### src/rtl/fix_pkg.sv
// Shared fixed-point definitions for the SVM datapath (divider and multiplier).
// Holds the Q16.16 format constants and the divider state encoding.
package fix_pkg;

  localparam int FIX_WIDTH = 32;
  localparam int FIX_FRAC  = 16;

  localparam logic [FIX_WIDTH-1:0] FIX_MAX = 32'h7FFF_FFFF;
  localparam logic [FIX_WIDTH-1:0] FIX_MIN = 32'h8000_0000;

  typedef enum logic [1:0] {
    ST_IDLE = 2'd0,
    ST_CALC = 2'd1,
    ST_FIN  = 2'd2
  } fix_state_t;

endpackage

### src/rtl/fix_abs_sign.sv
// Splits a two's-complement value into an unsigned magnitude and a sign bit.
// The most negative value maps to 2^(WIDTH-1), which still fits the magnitude.
module fix_abs_sign #(
  parameter int WIDTH = 32
) (
  input  logic [WIDTH-1:0] i_value,
  output logic [WIDTH-1:0] o_mag,
  output logic             o_sign
);

  localparam logic [WIDTH-1:0] ONE = WIDTH'(1);

  assign o_sign = i_value[WIDTH-1];
  assign o_mag  = o_sign ? (~i_value + ONE) : i_value;

endmodule

### src/rtl/fix_div.sv
// Iterative signed Q16.16 divider: restoring division, one quotient bit per cycle,
// saturating on overflow and divide-by-zero, with a start/busy/done handshake.
module fix_div
  import fix_pkg::*;
#(
  parameter int WIDTH = FIX_WIDTH,
  parameter int FRAC  = FIX_FRAC
) (
  input  logic             clk,
  input  logic             rst_n,
  input  logic             start,
  input  logic [WIDTH-1:0] dividend,
  input  logic [WIDTH-1:0] divisor,
  output logic             busy,
  output logic             done,
  output logic [WIDTH-1:0] quotient,
  output logic             overflow,
  output logic             div_by_zero
);

  localparam int QW = WIDTH + FRAC;
  localparam int CW = $clog2(QW + 1);
  localparam logic [CW-1:0]    LAST_ITER = CW'(QW - 1);
  localparam logic [WIDTH-1:0] SAT_MAX   = {1'b0, {(WIDTH-1){1'b1}}};
  localparam logic [WIDTH-1:0] SAT_MIN   = {1'b1, {(WIDTH-1){1'b0}}};
  localparam logic [WIDTH-1:0] ONE       = WIDTH'(1);

  fix_state_t       r_state;
  logic [CW-1:0]    r_count;
  logic [QW-1:0]    r_shift;
  logic [QW-1:0]    r_q;
  logic [WIDTH-1:0] r_rem;
  logic [WIDTH-1:0] r_abs_dvs;
  logic             r_sign;
  logic             r_dz;
  logic             r_busy;
  logic             r_done;
  logic [WIDTH-1:0] r_quotient;
  logic             r_overflow;
  logic             r_div_by_zero;

  logic [WIDTH-1:0] w_dvd_mag;
  logic [WIDTH-1:0] w_dvs_mag;
  logic             w_dvd_sign;
  logic             w_dvs_sign;
  logic             w_dvs_zero;
  logic [WIDTH:0]   w_rem_shift;
  logic [WIDTH:0]   w_diff;
  logic             w_ge;
  logic             w_pos_ovf;
  logic             w_neg_ovf;
  logic [WIDTH-1:0] w_q_neg;

  fix_abs_sign #(.WIDTH(WIDTH)) u_abs_dvd (
    .i_value (dividend),
    .o_mag   (w_dvd_mag),
    .o_sign  (w_dvd_sign)
  );

  fix_abs_sign #(.WIDTH(WIDTH)) u_abs_dvs (
    .i_value (divisor),
    .o_mag   (w_dvs_mag),
    .o_sign  (w_dvs_sign)
  );

  assign w_dvs_zero = (divisor == '0);

  // Working remainder is WIDTH+1 bits; a borrow out of the subtraction means remainder < divisor.
  assign w_rem_shift = {r_rem, r_shift[QW-1]};
  assign w_diff      = w_rem_shift - {1'b0, r_abs_dvs};
  assign w_ge        = ~w_diff[WIDTH];

  assign w_pos_ovf = |r_q[QW-1:WIDTH-1];
  assign w_neg_ovf = (|r_q[QW-1:WIDTH]) | (r_q[WIDTH-1] & (|r_q[WIDTH-2:0]));
  assign w_q_neg   = ~r_q[WIDTH-1:0] + ONE;

  // NOTE: all state uses non-blocking assignments so every register samples pre-edge values.
  always_ff @(posedge clk or negedge rst_n) begin
    if (!rst_n) begin
      r_state       <= ST_IDLE;
      r_count       <= '0;
      r_shift       <= '0;
      r_q           <= '0;
      r_rem         <= '0;
      r_abs_dvs     <= '0;
      r_sign        <= 1'b0;
      r_dz          <= 1'b0;
      r_busy        <= 1'b0;
      r_done        <= 1'b0;
      r_quotient    <= '0;
      r_overflow    <= 1'b0;
      r_div_by_zero <= 1'b0;
    end else begin
      r_done <= 1'b0;
      case (r_state)
        ST_IDLE: begin
          if (start) begin
            r_busy    <= 1'b1;
            r_shift   <= {w_dvd_mag, {FRAC{1'b0}}};
            r_abs_dvs <= w_dvs_mag;
            r_sign    <= w_dvd_sign ^ w_dvs_sign;
            r_rem     <= '0;
            r_q       <= '0;
            r_count   <= '0;
            r_dz      <= w_dvs_zero;
            r_state   <= w_dvs_zero ? ST_FIN : ST_CALC;
          end
        end
        ST_CALC: begin
          r_rem   <= w_ge ? w_diff[WIDTH-1:0] : w_rem_shift[WIDTH-1:0];
          r_q     <= {r_q[QW-2:0], w_ge};
          r_shift <= {r_shift[QW-2:0], 1'b0};
          r_count <= r_count + CW'(1);
          if (r_count == LAST_ITER) r_state <= ST_FIN;
        end
        ST_FIN: begin
          r_done  <= 1'b1;
          r_busy  <= 1'b0;
          r_state <= ST_IDLE;
          // With a zero divisor r_sign is the dividend sign and r_shift still holds |dividend|.
          if (r_dz) begin
            r_quotient    <= (r_shift == '0) ? '0 : (r_sign ? SAT_MIN : SAT_MAX);
            r_overflow    <= 1'b0;
            r_div_by_zero <= 1'b1;
          end else if (!r_sign) begin
            r_quotient    <= w_pos_ovf ? SAT_MAX : r_q[WIDTH-1:0];
            r_overflow    <= w_pos_ovf;
            r_div_by_zero <= 1'b0;
          end else begin
            r_quotient    <= w_neg_ovf ? SAT_MIN : w_q_neg;
            r_overflow    <= w_neg_ovf;
            r_div_by_zero <= 1'b0;
          end
        end
        default: r_state <= ST_IDLE;
      endcase
    end
  end

  assign busy        = r_busy;
  assign done        = r_done;
  assign quotient    = r_quotient;
  assign overflow    = r_overflow;
  assign div_by_zero = r_div_by_zero;

endmodule

### config.mk
export PLATFORM = sky130hd
export DESIGN_NAME = fix_div
export DESIGN_NICKNAME = d
export VERILOG_FILES = /design/src/rtl/fix_pkg.sv /design/src/rtl/fix_abs_sign.sv /design/src/rtl/fix_div.sv
export SDC_FILE = /design/constraint.sdc
export NUM_CORES = 1
export LEC_CHECK = 0
export ABC_AREA = 1
export CAP_MARGIN = 20
export CORE_UTILIZATION = 29
export CTS_BUF_LIST = sky130_fd_sc_hd__clkbuf_8
export DETAILED_ROUTE_END_ITERATION = 16
export PLACE_DENSITY_LB_ADDON = 0.12
export RECOVER_POWER = 100
export SYNTH_ARGS = -nofsm -noshare
export SYNTH_HDL_FRONTEND = slang
export SYNTH_SLANG_ARGS = --single-unit
### constraint.sdc
create_clock -name clk -period 6 [get_ports clk]
set_input_delay 0.9 -clock clk [delete_from_list [all_inputs] [get_ports clk]]
set_output_delay 0.9 -clock clk [all_outputs]
set_load 0.005 [all_outputs]
==> run_results.csv <==
group,metric,value,unit
outcome,status,"finished, violations left",
outcome,violations,"max-capacitance violations, max-slew violations",
die,die_h,216.6,um
synthesis,synth_nets,2133,
setup_path,rrSetupSlack,1.83,ns
clock_network,postCtsHoldBufs,0,
synthesis,synthCells,2029,
clock_network,cts_tree,"done",
synthesis,avgSynthCellArea,6.583,sq um
synthesis,synth_warnings,0,
setup_path,reg2reg_from,"r_state[0]$_DFFE_PN0P_",
die,start_util,0.2943,
sta,max_freq,235.3,MHz
clock_network,cts_sinks,190,
final_layout,final_area,15260,sq um
setup_path,slowest_delay,1.38,ns
routing,wl,38970,um
clock_network,cts-resized-gates,0,
grt,grt_use_met3,0.01965,
synthesis,netlist_area,13360,sq um
setup_path,worstPathRequired,6.40,ns
final_layout,drive_above_1_share,0.04791,
grt,grt.total_usage,0.1724,
grt,grt_overflow,0,
synthesis,synth-async-reset-ratio,1.000,
routing,drc_errors,0,
setup_path,path_cells,"clkdlybuf4s50_1 -> nand2_1 -> nor2_2 -> clkbuf_1 -> clkinv_1 -> o21ai_0",
flow_run,maxCapViolCount,3,
die,rows,78,
setup_path,reg2reg_to,"r_state[1]$_DFFE_PN0P_",
clock_network,cts_setup_buffers,0,
routing,drt_iter0_markers,704,
final_layout,syn_to_final_growth,14.26,%
clock_network,cts_buffer_depth,2,
grt,grt_pass1_wl,65060,um
grt,grt_pass1_vias,12500,
routing,avgViaCountPerCell,4.626,
setup_path,path_max_fanout,38,
synthesis,synth_edf_count,0,
setup_path,crit_slowest_cell,"clkinv_1",
synthesis,synth_seq_cells,190,
sta,setup_tns,0,ns
clock_network,numCtsBuffers,17,
clock_network,root_buffer,"clkbuf_8",
grt,grt-busiest-layer,"met2",
place,routabilityCongestion,0.8913,
sta,finClkSkew,0.02919,ns
die,io_pins,103,
die,dieArea,46920,sq um
grt,gr-usage-met2,0.2888,
clock_network,insertion_delay,0.52,ns
sta,hold_viol,0,
pwr,power_density,534.7,nW/um^2
routing,ant_nets,0,
sta,min_period_over_period,0.7083,
final_layout,post-route-util,0.3363,
sta,rsz0062_at_grt,"no",
setup_path,critical_path_class,"input port to register",
sta,period_minus_slack,4.250,ns
setup_path,crit_family,"buffers and inverters",
place,hpwl,28660,um
grt,grtUsageMet1,0.2326,
final_layout,nets,2199,
synthesis,synth_cell_types,46,
place,portBuffers,102,
die,fp.coreArea,45380,sq um
final_layout,fillCellCount,5047,
routing,dr.pass1.iters,5,
pwr,peakVddDrop,0.0002241,V
sta,worst_slew_pin_slew,2.739,ns
synthesis,synth_ff_type,"dfrtp_1",
die,die_w,216.6,um
hold_path,min_path_type,"input port to asynchronous set/reset pin",
sta,slew_headroom,-0.8259,
setup_path,ff2ff_path_depth,8,
pwr,p_leak,7.946,nW
setup_path,critical_path_buf_inv_count,3,
final_layout,n_antenna_cell,0,
setup_path,cp-end-kind,"register",
grt,antenna_found_initial,0,
setup_path,critPathLaunchType,"input port",
place,dpl_cell_area,14920,sq um
routing,wl_per_cell,14.39,um
sta,setup_violations,0,
synthesis,seq_area_frac_synth,0.3559,
setup_path,arrival,4.65,ns
sta,slew_viol_final,170,
grt,grt_max_degree,108,
clock_network,clkTransAtPathRegs,0.11,ns
clock_network,cts_max_level,4,
routing,vias,12530,
[flip-flops by register name (all words and copies together) (netlist names)]
signal	count
r_q	48
r_dz	1
r_count	6
busy	1
r_abs_dvs	32
overflow	1
r_sign	1
done	1
quotient	32
div_by_zero	1
r_state	2
r_rem	32
r_shift	32
[metal layers]
metal  wire length [um]  vias to the layer above
met4                751                        0
met5                  0                        -
met3                922                       42
met2              17900                      180
li1                   -                     6565
met1              19400                     5741
[synthesized netlist by cell type (2+ instances only)]
| master | number | area, sq um |
|---|---|---|
| or2_2 | 4 | 25.02 |
| nor2_2 | 12 | 75.07 |
| a21oi_2 | 3 | 26.28 |
| o21ai_1 | 28 | 140.1 |
| nand2_1 | 672 | 2522 |
| nand3_2 | 3 | 30.03 |
| nor3_2 | 2 | 20.02 |
| xnor2_1 | 17 | 148.9 |
| o221ai_1 | 7 | 61.31 |
| buf_4 | 2 | 15.01 |
| inv_2 | 18 | 67.56 |
| nor2_1 | 174 | 653.1 |
| nor3_1 | 24 | 120.1 |
| nor4_1 | 11 | 68.82 |
| buf_2 | 15 | 75.07 |
| nand3b_1 | 13 | 97.59 |
| nand3_4 | 2 | 35.03 |
| xor2_1 | 45 | 394.1 |
| a21o_1 | 2 | 15.01 |
| buf_6 | 6 | 67.56 |
| and2_1 | 5 | 31.28 |
| clkinv_1 | 3 | 11.26 |
| o211ai_1 | 5 | 37.54 |
| nand4_1 | 19 | 118.9 |
| buf_1 | 8 | 30.03 |
| clkbuf_1 | 36 | 135.1 |
| nand3_1 | 154 | 770.7 |
| a21oi_1 | 38 | 190.2 |
| ha_1 | 36 | 450.4 |
| dfrtp_1 | 190 | 4755 |
| nor2_4 | 2 | 22.52 |
| o21ai_0 | 115 | 575.6 |
| o22ai_1 | 50 | 312.8 |
| nand2_2 | 17 | 106.4 |
| inv_1 | 280 | 1051 |
[cell usage in the layout, fill, tap and decap left out, types with 4 or more instances in the layout]
cell | synthesis | routed
ha_1 | 36 | 36
xnor2_1 | 17 | 17
a21oi_1 | 38 | 38
nand2_2 | 17 | 17
nand4_1 | 19 | 19
dfrtp_1 | 190 | 190
clkinv_4 | 0 | 4
dlygate4sd3_1 | 0 | 39
nor2_2 | 12 | 10
nor2_1 | 174 | 177
nor4_1 | 11 | 11
clkdlybuf4s50_1 | 0 | 62
clkbuf_8 | 0 | 18
inv_6 | 0 | 7
o21ai_1 | 28 | 25
o21ai_0 | 115 | 119
o22ai_1 | 50 | 50
nand3b_1 | 13 | 13
or2_2 | 4 | 4
o221ai_1 | 7 | 7
o211ai_1 | 5 | 5
inv_2 | 18 | 16
inv_1 | 280 | 282
nor3_1 | 24 | 24
xor2_1 | 45 | 45
nand2_1 | 672 | 672
and2_1 | 5 | 5
nand3_1 | 154 | 154
buf_4 | 2 | 7
[metrics by stage]
step	power, mW	hold WS [ns]	worst slack (ns)	cells
2_1_floorplan	5.950	0.4491	3.745	2029
3_3_place_gp	7.403	0.4682	2.593	2674
3_5_place_dp	7.409	0.4731	2.536	2675
4_1_cts	8.333	0.4277	2.557	2707
5_1_grt	9.099	0.4208	1.304	2708
6_report	8.161	0.3760	1.750	2708
[cell type report]
| class | instances | area (sq um) | area share |
|---|---|---|---|
| Multi-Input combinational cell | 1471 | 7134 | 0.4675 |
| Clock inverter | 15 | 150.1 | 0.009838 |
| Tap cell | 600 | 750.7 | 0.04919 |
| Inverter | 301 | 1130 | 0.07403 |
| Sequential cell | 190 | 4755 | 0.3115 |
| Timing Repair Buffer | 114 | 1109 | 0.07263 |
| Clock buffer | 17 | 234.0 | 0.01533 |
[cell families after synthesis]
family,after synthesis,synth area share
XOR/XNOR,62,0.04065
AND/OR/NAND/NOR,1116,0.3529
AO/OA/AOI/OAI,255,0.1058
multiplexers,1,0.0007494
buffers and inverters,368,0.1087
flip-flops,190,0.3559
adder cells (fa/ha/maj),37,0.03522
[where the power goes]
part	switching [mW]	internal [mW]
sequential	0.322	1.74
clock	0.539	0.342
combinational	3.41	1.81
total	4.27	3.89
[how the worst max path moves through the flow]
stage / endpoint / cells after the start / from / slack (ns)
4_1_cts: quotient[0]$_DFFE_PN0P_ / 8 / r_state[0]$_DFFE_PN0P_ / 2.56
2_1_floorplan: r_state[0]$_DFFE_PN0P_ / 10 / divisor[0] / 3.74
3_3_place_gp: r_state[0]$_DFFE_PN0P_ / 7 / start / 2.59
5_1_grt: r_abs_dvs[12]$_DFFE_PN0P_ / 6 / start / 1.30
6_report: r_abs_dvs[0]$_DFFE_PN0P_ / 6 / start / 1.75
3_5_place_dp: r_state[0]$_DFFE_PN0P_ / 7 / start / 2.54
(Power assumes the default switching activity.)
